--- config.mk ---
export PLATFORM = sky130hd
export DESIGN_NAME = alu_issue_seq
export DESIGN_NICKNAME = d
export VERILOG_FILES = /design/src/rtl/alu_issue_seq.sv
export SDC_FILE = /design/constraint.sdc
export NUM_CORES = 1
export LEC_CHECK = 0
export CAP_MARGIN = 10
export CORE_UTILIZATION = 49
export DETAILED_ROUTE_END_ITERATION = 10
export PLACE_DENSITY = 0.79
export SETUP_SLACK_MARGIN = 0.02
export SLEW_MARGIN = 20
export SYNTH_ARGS = -nofsm -noshare
export SYNTH_HDL_FRONTEND = slang
export SYNTH_SLANG_ARGS = --single-unit
--- constraint.sdc ---
create_clock -name clk -period 2 [get_ports clk]
set_input_delay 0.3 -clock clk [delete_from_list [all_inputs] [get_ports clk]]
set_output_delay 0.3 -clock clk [all_outputs]
set_load 0.02 [all_outputs]
--- src/rtl/alu_issue_seq.sv ---
// Issue sequencer for the 3-bit ALU: 4-entry operand file, timed execute window,
// result capture with writeback, and valid/ready handshakes on both sides.
module alu_issue_seq #(
   parameter int WIDTH       = 3,
   parameter int EXEC_CYCLES = 1
) (
   input  logic             clk,
   input  logic             rst_n,
   input  logic             in_valid,
   output logic             in_ready,
   input  logic             in_load,
   input  logic [1:0]       in_op,
   input  logic [1:0]       in_rd,
   input  logic [1:0]       in_rs1,
   input  logic [1:0]       in_rs2,
   input  logic [WIDTH-1:0] in_imm,
   output logic [WIDTH-1:0] alu_a,
   output logic [WIDTH-1:0] alu_b,
   output logic [1:0]       alu_op,
   input  logic [WIDTH-1:0] alu_r,
   input  logic             alu_cf,
   input  logic             alu_sf,
   input  logic             alu_zf,
   output logic             out_valid,
   input  logic             out_ready,
   output logic [WIDTH-1:0] out_r,
   output logic             out_cf,
   output logic             out_sf,
   output logic             out_zf,
   input  logic [1:0]       dbg_addr,
   output logic [WIDTH-1:0] dbg_data
);

   localparam int             CNT_W    = 3;
   localparam logic [CNT_W-1:0] CNT_INIT = CNT_W'(EXEC_CYCLES - 1);

   typedef enum logic [1:0] {
      S_IDLE = 2'd0,
      S_EXEC = 2'd1,
      S_RESP = 2'd2
   } state_t;

   state_t state_q, state_d;

   logic [WIDTH-1:0] rf_q [4];
   logic [WIDTH-1:0] alu_a_q, alu_a_d;
   logic [WIDTH-1:0] alu_b_q, alu_b_d;
   logic [1:0]       alu_op_q, alu_op_d;
   logic [CNT_W-1:0] cnt_q, cnt_d;
   logic [1:0]       rd_q, rd_d;
   logic [WIDTH-1:0] out_r_q, out_r_d;
   logic             out_cf_q, out_cf_d;
   logic             out_sf_q, out_sf_d;
   logic             out_zf_q, out_zf_d;

   logic             accept;
   logic             acc_load;
   logic             acc_op;
   logic             capture;
   logic             resp_done;
   logic             wr_en;
   logic [1:0]       wr_addr;
   logic [WIDTH-1:0] wr_data;

   // ---------------- FSM: state register ----------------
   always_ff @(posedge clk or negedge rst_n) begin
      if (!rst_n) begin
         state_q <= S_IDLE;
      end else begin
         state_q <= state_d;
      end
   end

   // ---------------- FSM: next-state logic ----------------
   always_comb begin
      state_d = state_q;
      unique case (state_q)
         S_IDLE: begin
            if (acc_load) begin
               state_d = S_RESP;
            end else if (acc_op) begin
               state_d = S_EXEC;
            end
         end
         S_EXEC: begin
            if (capture) begin
               state_d = S_RESP;
            end
         end
         S_RESP: begin
            if (resp_done) begin
               state_d = S_IDLE;
            end
         end
         default: state_d = S_IDLE;
      endcase
   end

   // ---------------- FSM: outputs and control strobes ----------------
   always_comb begin
      in_ready  = (state_q == S_IDLE);
      out_valid = (state_q == S_RESP);
      accept    = in_valid && in_ready;
      acc_load  = accept && in_load;
      acc_op    = accept && !in_load;
      capture   = (state_q == S_EXEC) && (cnt_q == '0);
      resp_done = out_valid && out_ready;
      wr_en     = acc_load || capture;
      wr_addr   = acc_load ? in_rd : rd_q;
      wr_data   = acc_load ? in_imm : alu_r;
   end

   // ---------------- datapath next-state ----------------
   always_comb begin
      alu_a_d  = alu_a_q;
      alu_b_d  = alu_b_q;
      alu_op_d = alu_op_q;
      cnt_d    = cnt_q;
      rd_d     = rd_q;
      out_r_d  = out_r_q;
      out_cf_d = out_cf_q;
      out_sf_d = out_sf_q;
      out_zf_d = out_zf_q;

      // Operands are read before this edge's writeback, so rd==rs sees the old value.
      if (acc_op) begin
         alu_a_d  = rf_q[in_rs1];
         alu_b_d  = rf_q[in_rs2];
         alu_op_d = in_op;
         cnt_d    = CNT_INIT;
         rd_d     = in_rd;
      end else if ((state_q == S_EXEC) && (cnt_q != '0)) begin
         cnt_d = cnt_q - 1'b1;
      end

      if (acc_load) begin
         out_r_d  = in_imm;
         out_cf_d = 1'b0;
         out_sf_d = in_imm[WIDTH-1];
         out_zf_d = (in_imm == '0);
      end else if (capture) begin
         out_r_d  = alu_r;
         out_cf_d = alu_cf;
         out_sf_d = alu_sf;
         out_zf_d = alu_zf;
      end
   end

   always_ff @(posedge clk or negedge rst_n) begin
      if (!rst_n) begin
         alu_a_q  <= '0;
         alu_b_q  <= '0;
         alu_op_q <= '0;
         cnt_q    <= '0;
         rd_q     <= '0;
         out_r_q  <= '0;
         out_cf_q <= 1'b0;
         out_sf_q <= 1'b0;
         out_zf_q <= 1'b0;
      end else begin
         alu_a_q  <= alu_a_d;
         alu_b_q  <= alu_b_d;
         alu_op_q <= alu_op_d;
         cnt_q    <= cnt_d;
         rd_q     <= rd_d;
         out_r_q  <= out_r_d;
         out_cf_q <= out_cf_d;
         out_sf_q <= out_sf_d;
         out_zf_q <= out_zf_d;
      end
   end

   // ---------------- register file ----------------
   for (genvar gi = 0; gi < 4; gi++) begin : g_rf
      always_ff @(posedge clk or negedge rst_n) begin
         if (!rst_n) begin
            rf_q[gi] <= '0;
         end else if (wr_en && (wr_addr == 2'(gi))) begin
            rf_q[gi] <= wr_data;
         end
      end
   end

   assign dbg_data = rf_q[dbg_addr];

   assign alu_a  = alu_a_q;
   assign alu_b  = alu_b_q;
   assign alu_op = alu_op_q;
   assign out_r  = out_r_q;
   assign out_cf = out_cf_q;
   assign out_sf = out_sf_q;
   assign out_zf = out_zf_q;

endmodule

# Word level (Yosys, flattened, before mapping)
# Index checks and enable logic that the tools add are counted.
totals:
  ff_bits: 33
  wordCells: 75
  out_inout_bits: 19
  in_bits: 24
classes:
  reduce_logical: 20
  n_mux: 26
  bitwise: 3
  eq_ne: 8
  n_lt_le_gt_ge: 3
  add_sub_neg: 1
op_table:
  columns: ["cell", "n"]
  rows:
  - ["3-bit two-way mux", 11]
  - ["3-bit binary-select mux with 2-bit select", 3]
  - ["1-bit logical AND", 10]
  - ["2-bit two-way mux", 5]
  - ["3-bit greater-or-equal comparator, second input constant", 3]
  - ["2-bit inverter with 3-bit output", 3]
  - ["2-bit equality test, second input constant", 3]
  - ["3-bit logical NOT", 2]
  - ["1-bit two-way mux", 6]
  - ["2-bit one-hot mux with 3 select lines", 1]
  - ["2-bit by 1-bit equality test with 1-bit output, second input constant", 2]
  - ["2-bit logical NOT", 2]
  - ["2-bit nonzero test", 2]
  - ["3-bit by 1-bit inequality test with 1-bit output, second input constant", 1]
  - ["3-bit AND reduction", 1]
  - ["3-bit nonzero test", 1]
  - ["3-bit by 1-bit subtractor with 3-bit output, second input constant", 1]
  - ["2-bit by 1-bit inequality test with 1-bit output, second input constant", 1]
  - ["2-bit inequality test, second input constant", 1]
  - ["1-bit logical NOT", 1]
  - ["1-bit logical OR", 1]

# Longest topological paths before layout
depth:
  word_depth: 6
  depth_mapped: 6
  mapped_depth_nobuf: 5

# Worst setup path before layout
# No wires, ideal clock.
synth_timing:
  path_kind: "reg2reg"
  from: "register cnt_q[0]"
  to: "register rf_q[0] (netlist name)"
  period_less_slack_ns: 1.712
  arrival_ns: 1.587
  path_slack_ns: 0.288
  path_buffers: 1
  required_ns: 1.875
  path_stages_with_launch: 7
  setup_ns: 0.125
  cell_sequence: "dfrtp_1 > inv_1 > ha_1 > nor4bb_4 > buf_6 > a32o_2 > mux2_4"
synth_between:
  elab_chain_cells: 4
synth_rtl:
  columns: ["item", "line", "rtl"]
  rows:
  - ["from (decl)", "49", "logic [CNT_W-1:0] cnt_q, cnt_d;"]
  - ["from (signal assigned)", "164", "cnt_q <= cnt_d;"]
  - ["3-bit logical NOT", "106", "capture = (state_q == S_EXEC) && (cnt_q == '0);"]
  - ["1-bit logical AND", "106", null]
  - ["1-bit logical OR", "108", "wr_en = acc_load || capture;"]
  - ["1-bit logical AND", "178", "end else if (wr_en && (wr_addr == 2'(gi))) begin"]
  - ["to (signal, indexed assignment)", "179", "rf_q[gi] <= wr_data;"]
  - ["to (decl)", "45", "logic [WIDTH-1:0] rf_q [4];"]
# No other way between the ends.
# A chain may end at the register's enable or synchronous reset.

# Worst setup path in the final report
layout_timing:
  from: "register rf_q[10] (netlist name)"
  to: "output port dbg_data[1]"
layout_between:
  elab_chain_cells: 3
layout_rtl:
  columns: ["item", "line", "rtl"]
  rows:
  - ["3-bit binary-select mux with 2-bit select", "184", "assign dbg_data = rf_q[dbg_addr];"]
  - ["3-bit two-way mux (not written as such) (2 in series)", "184", null]
  - ["to (decl)", "31", "output logic [WIDTH-1:0] dbg_data"]
# No other way between the ends. The select of a mux whose other input is x is not followed.

==> results.sh <==
export IMPL_outcome="complete, no violations"
export IMPL_p_leak_nw=0.9848
export IMPL_drive_gt1_frac=0.3503
export IMPL_antenna_found_initial=0
export IMPL_power_mw=3.335
export IMPL_cts_htree_levels=2
export IMPL_synthSimpleGateAreaFrac=0.1013
export IMPL_io_pins=43
export IMPL_maxCapViolCount=0
export IMPL_crit_required_ps=1700
export IMPL_cts_tree="built"
export IMPL_final_util=0.6879
export IMPL_cts_max_path_buffers=2
export IMPL_core_area_um2=3416
export IMPL_post_place_ws_ps=-270.0
export IMPL_crit_type="flip-flop to output pin"
export IMPL_yosys_area_top_type="dfrtp_1"
export IMPL_portBuffers=42
export IMPL_wl_met1_um=1535
export IMPL_power_density_nw_per_um2=1419
export IMPL_dr_wl_met3_um=176
export IMPL_seq_area_frac_synth=0.4645
export IMPL_synth_top_cell_area_share=0.4645
export IMPL_path_clk_slew_ps=110
export IMPL_syn_avg_cell_area_um2=14.69
export IMPL_grt_pass1_wl_um=6023
export IMPL_slew_viol_final=0
export IMPL_netlist_instances=121
export IMPL_first_iter_violations=31
export IMPL_synth_adder_area_share=0.01407
export IMPL_die_height_um=62.24
export IMPL_syn_num_nets=147
export IMPL_antenna_cells=0
export IMPL_synth_compound_area_frac=0.07389
export IMPL_synth_area_top_cells="dfrtp_1 (46%), mux4_2 (11%), mux2_2 (10%)"
export IMPL_worst_path_max_fanout=4
export IMPL_layout_commonest_cell="clkdlybuf4s50_1"
export IMPL_post_route_period_util=0.9396
export IMPL_max_freq_mhz=532.1
export IMPL_slew_headroom=0.7084
export IMPL_synthMuxAreaShare=0.3167
export IMPL_finalWorstPathRequiredPeriod_ps=1879
export IMPL_maxUsedRoutingLayer="met4"
export IMPL_worstSetupEndpointType="output pin"
export IMPL_grtUsageTotal=0.2034
export IMPL_drc=0
export IMPL_die_area_um2=3873
export IMPL_grt_max_degree=34
export IMPL_synthXorXnorAreaFrac=0
export IMPL_postRouteAntennaNets=0
export IMPL_ys_warn_count=0
export IMPL_wl_per_cell_um=16.00
export IMPL_setup_violations=0
export IMPL_synth_edf_count=0
export IMPL_die_w_um=62.24
export IMPL_grt_pass1_vias=1296
export IMPL_synthArstFlopShare=1.000
export IMPL_drt_wl_total_um=3569
export IMPL_grt_setup_unrepaired="false"
export IMPL_whs_ps=349.9
export IMPL_syn_to_final_growth_pct=32.16
export IMPL_fin_ws_ps=120.7
export IMPL_start_kind="flip-flop"
export IMPL_num_vias=1204
export IMPL_peakVddDrop_uv=748.7
export IMPL_min_path_type="input pin to asynchronous set/reset pin"
export IMPL_cts_sinks=33
export IMPL_gp_congestion=0.7233
export IMPL_worst_pin_slew_ps=436.8
export IMPL_dp_hpwl_um=2817
export IMPL_post_cts_repair_setup_buffers=0
export IMPL_synthFlopType="dfrtp_1"
export IMPL_clock_latency_ps=340
export IMPL_crit_arrival_ps=1580
export IMPL_fp_row_count=21
export IMPL_met2_wirelength_um=1808
export IMPL_synth_cell_types=27
export IMPL_start_util=0.5205
export IMPL_hold_buffers=0
export IMPL_layout_nets=202
export IMPL_finalHoldViolCount=0
export IMPL_synth_top_family_by_area="multiplexers"
export IMPL_fin_skew_ps=9.089
export IMPL_syn_area_um2=1778
export IMPL_fin_tns_setup_ps=0
export IMPL_first_pass_iters=4
export IMPL_root_buffer="clkbuf_4"
export IMPL_ys_ff_latch=33
export IMPL_gr_total_overflow=0
export IMPL_viasPerCell=5.399
export IMPL_final_cell_mix="clkdlybuf4s50_1 (37), dfrtp_1 (31), mux2_2 (16)"
export IMPL_cts_made_buffers=5
routing by layer:
layer | up-vias | track usage
met5 | - | 0
met1 | 595 | 0.2466
li1 | 565 | -
met3 | 5 | 0.04228
met4 | 0 | 0.07849
met2 | 39 | 0.3544
synth_stat cells, drive strengths merged (2+ instances only):
master and n:
ha 2, nor2 3, mux4 9, inv 6
nor4bb 2, dfrtp 33, a32o 3, mux2 26
nor2b 3, or3 2, o21ai 7, nand2 4
a21oi 4, nand3b 2, buf 3, mux2i 3
kinds of logic after synthesis:
logic type / after synthesis
and+or+nand+nor: 22
AOI/OAI and AO/OA: 17
adders and majority gates: 2
buffers and inverters: 9
DFF: 33
muxes: 38
timing repair:
item,4_1_cts,5_1_grt
endpoints found under the hold margin,0,0
cloned,0,0
pin swaps,0,1
setup endpoints to repair,4,9
gates resized for setup,7,0
worst max-delay path, cell delays in order, from the launching register on:
cell and delay [ps]:
dfrtp_1 440, mux4_2 470, dlygate4sd2_1 330
path summary, 6_finish.rpt:
| kind | startpoint | slack [ps] | cells after the start | end |
|---|---|---|---|---|
| min in group clk | out_r[2]$_DFFE_PN0P_ | 520 | 1 | out_r[2]$_DFFE_PN0P_ |
| max reg2reg | cnt_q[0]$_DFFE_PN0P_ | 150 | 5 | rf_q[8]$_DFFE_PN0P_ |
| min reg2reg | out_r[2]$_DFFE_PN0P_ | 520 | 1 | out_r[2]$_DFFE_PN0P_ |
| max | rf_q[10]$_DFFE_PN0P_ | 120 | 2 | dbg_data[1] |
| max in group asynchronous | rst_n | 1350 | 2 | state_q[0]$_DFFE_PN0P_ |
| min | rst_n | 350 | 2 | cnt_q[2]$_DFFE_PN0P_ |
where the power goes:
| group | switching (mW) | internal, mW | leakage [nW] |
|---|---|---|---|
| Sequential | 0.303 | 0.992 | 0.403 |
| Combinational | 0.689 | 0.971 | 0.558 |
| Clock | 0.244 | 0.136 | 0.0234 |
| Total | 1.24 | 2.10 | 0.985 |
stage by stage:
stage | cell area (um2) | cells
2_1_floorplan | 1778 | 121
3_3_place_gp | 2293 | 215
3_5_place_dp | 2293 | 215
4_1_cts | 2350 | 223
5_1_grt | 2350 | 223
6_report | 2350 | 223
state kept, by name (all words and copies together) (netlist names):
name     count
rd_q         2
state_q      2
alu_a        3
alu_op       2
alu_b        3
out_sf       1
rf_q        12
out_zf       1
out_r        3
cnt_q        3
out_cf       1
layout make-up:
type	count	area (um2)
multi-input combinational	79	899.6
clock inverter	3	22.52
tap	46	57.56
inverter	6	22.52
timing repair buffer	51	481.7
sequential	33	828.3
clock buffer	5	37.54
fill	246	1066
(Power assumes the default switching activity.)
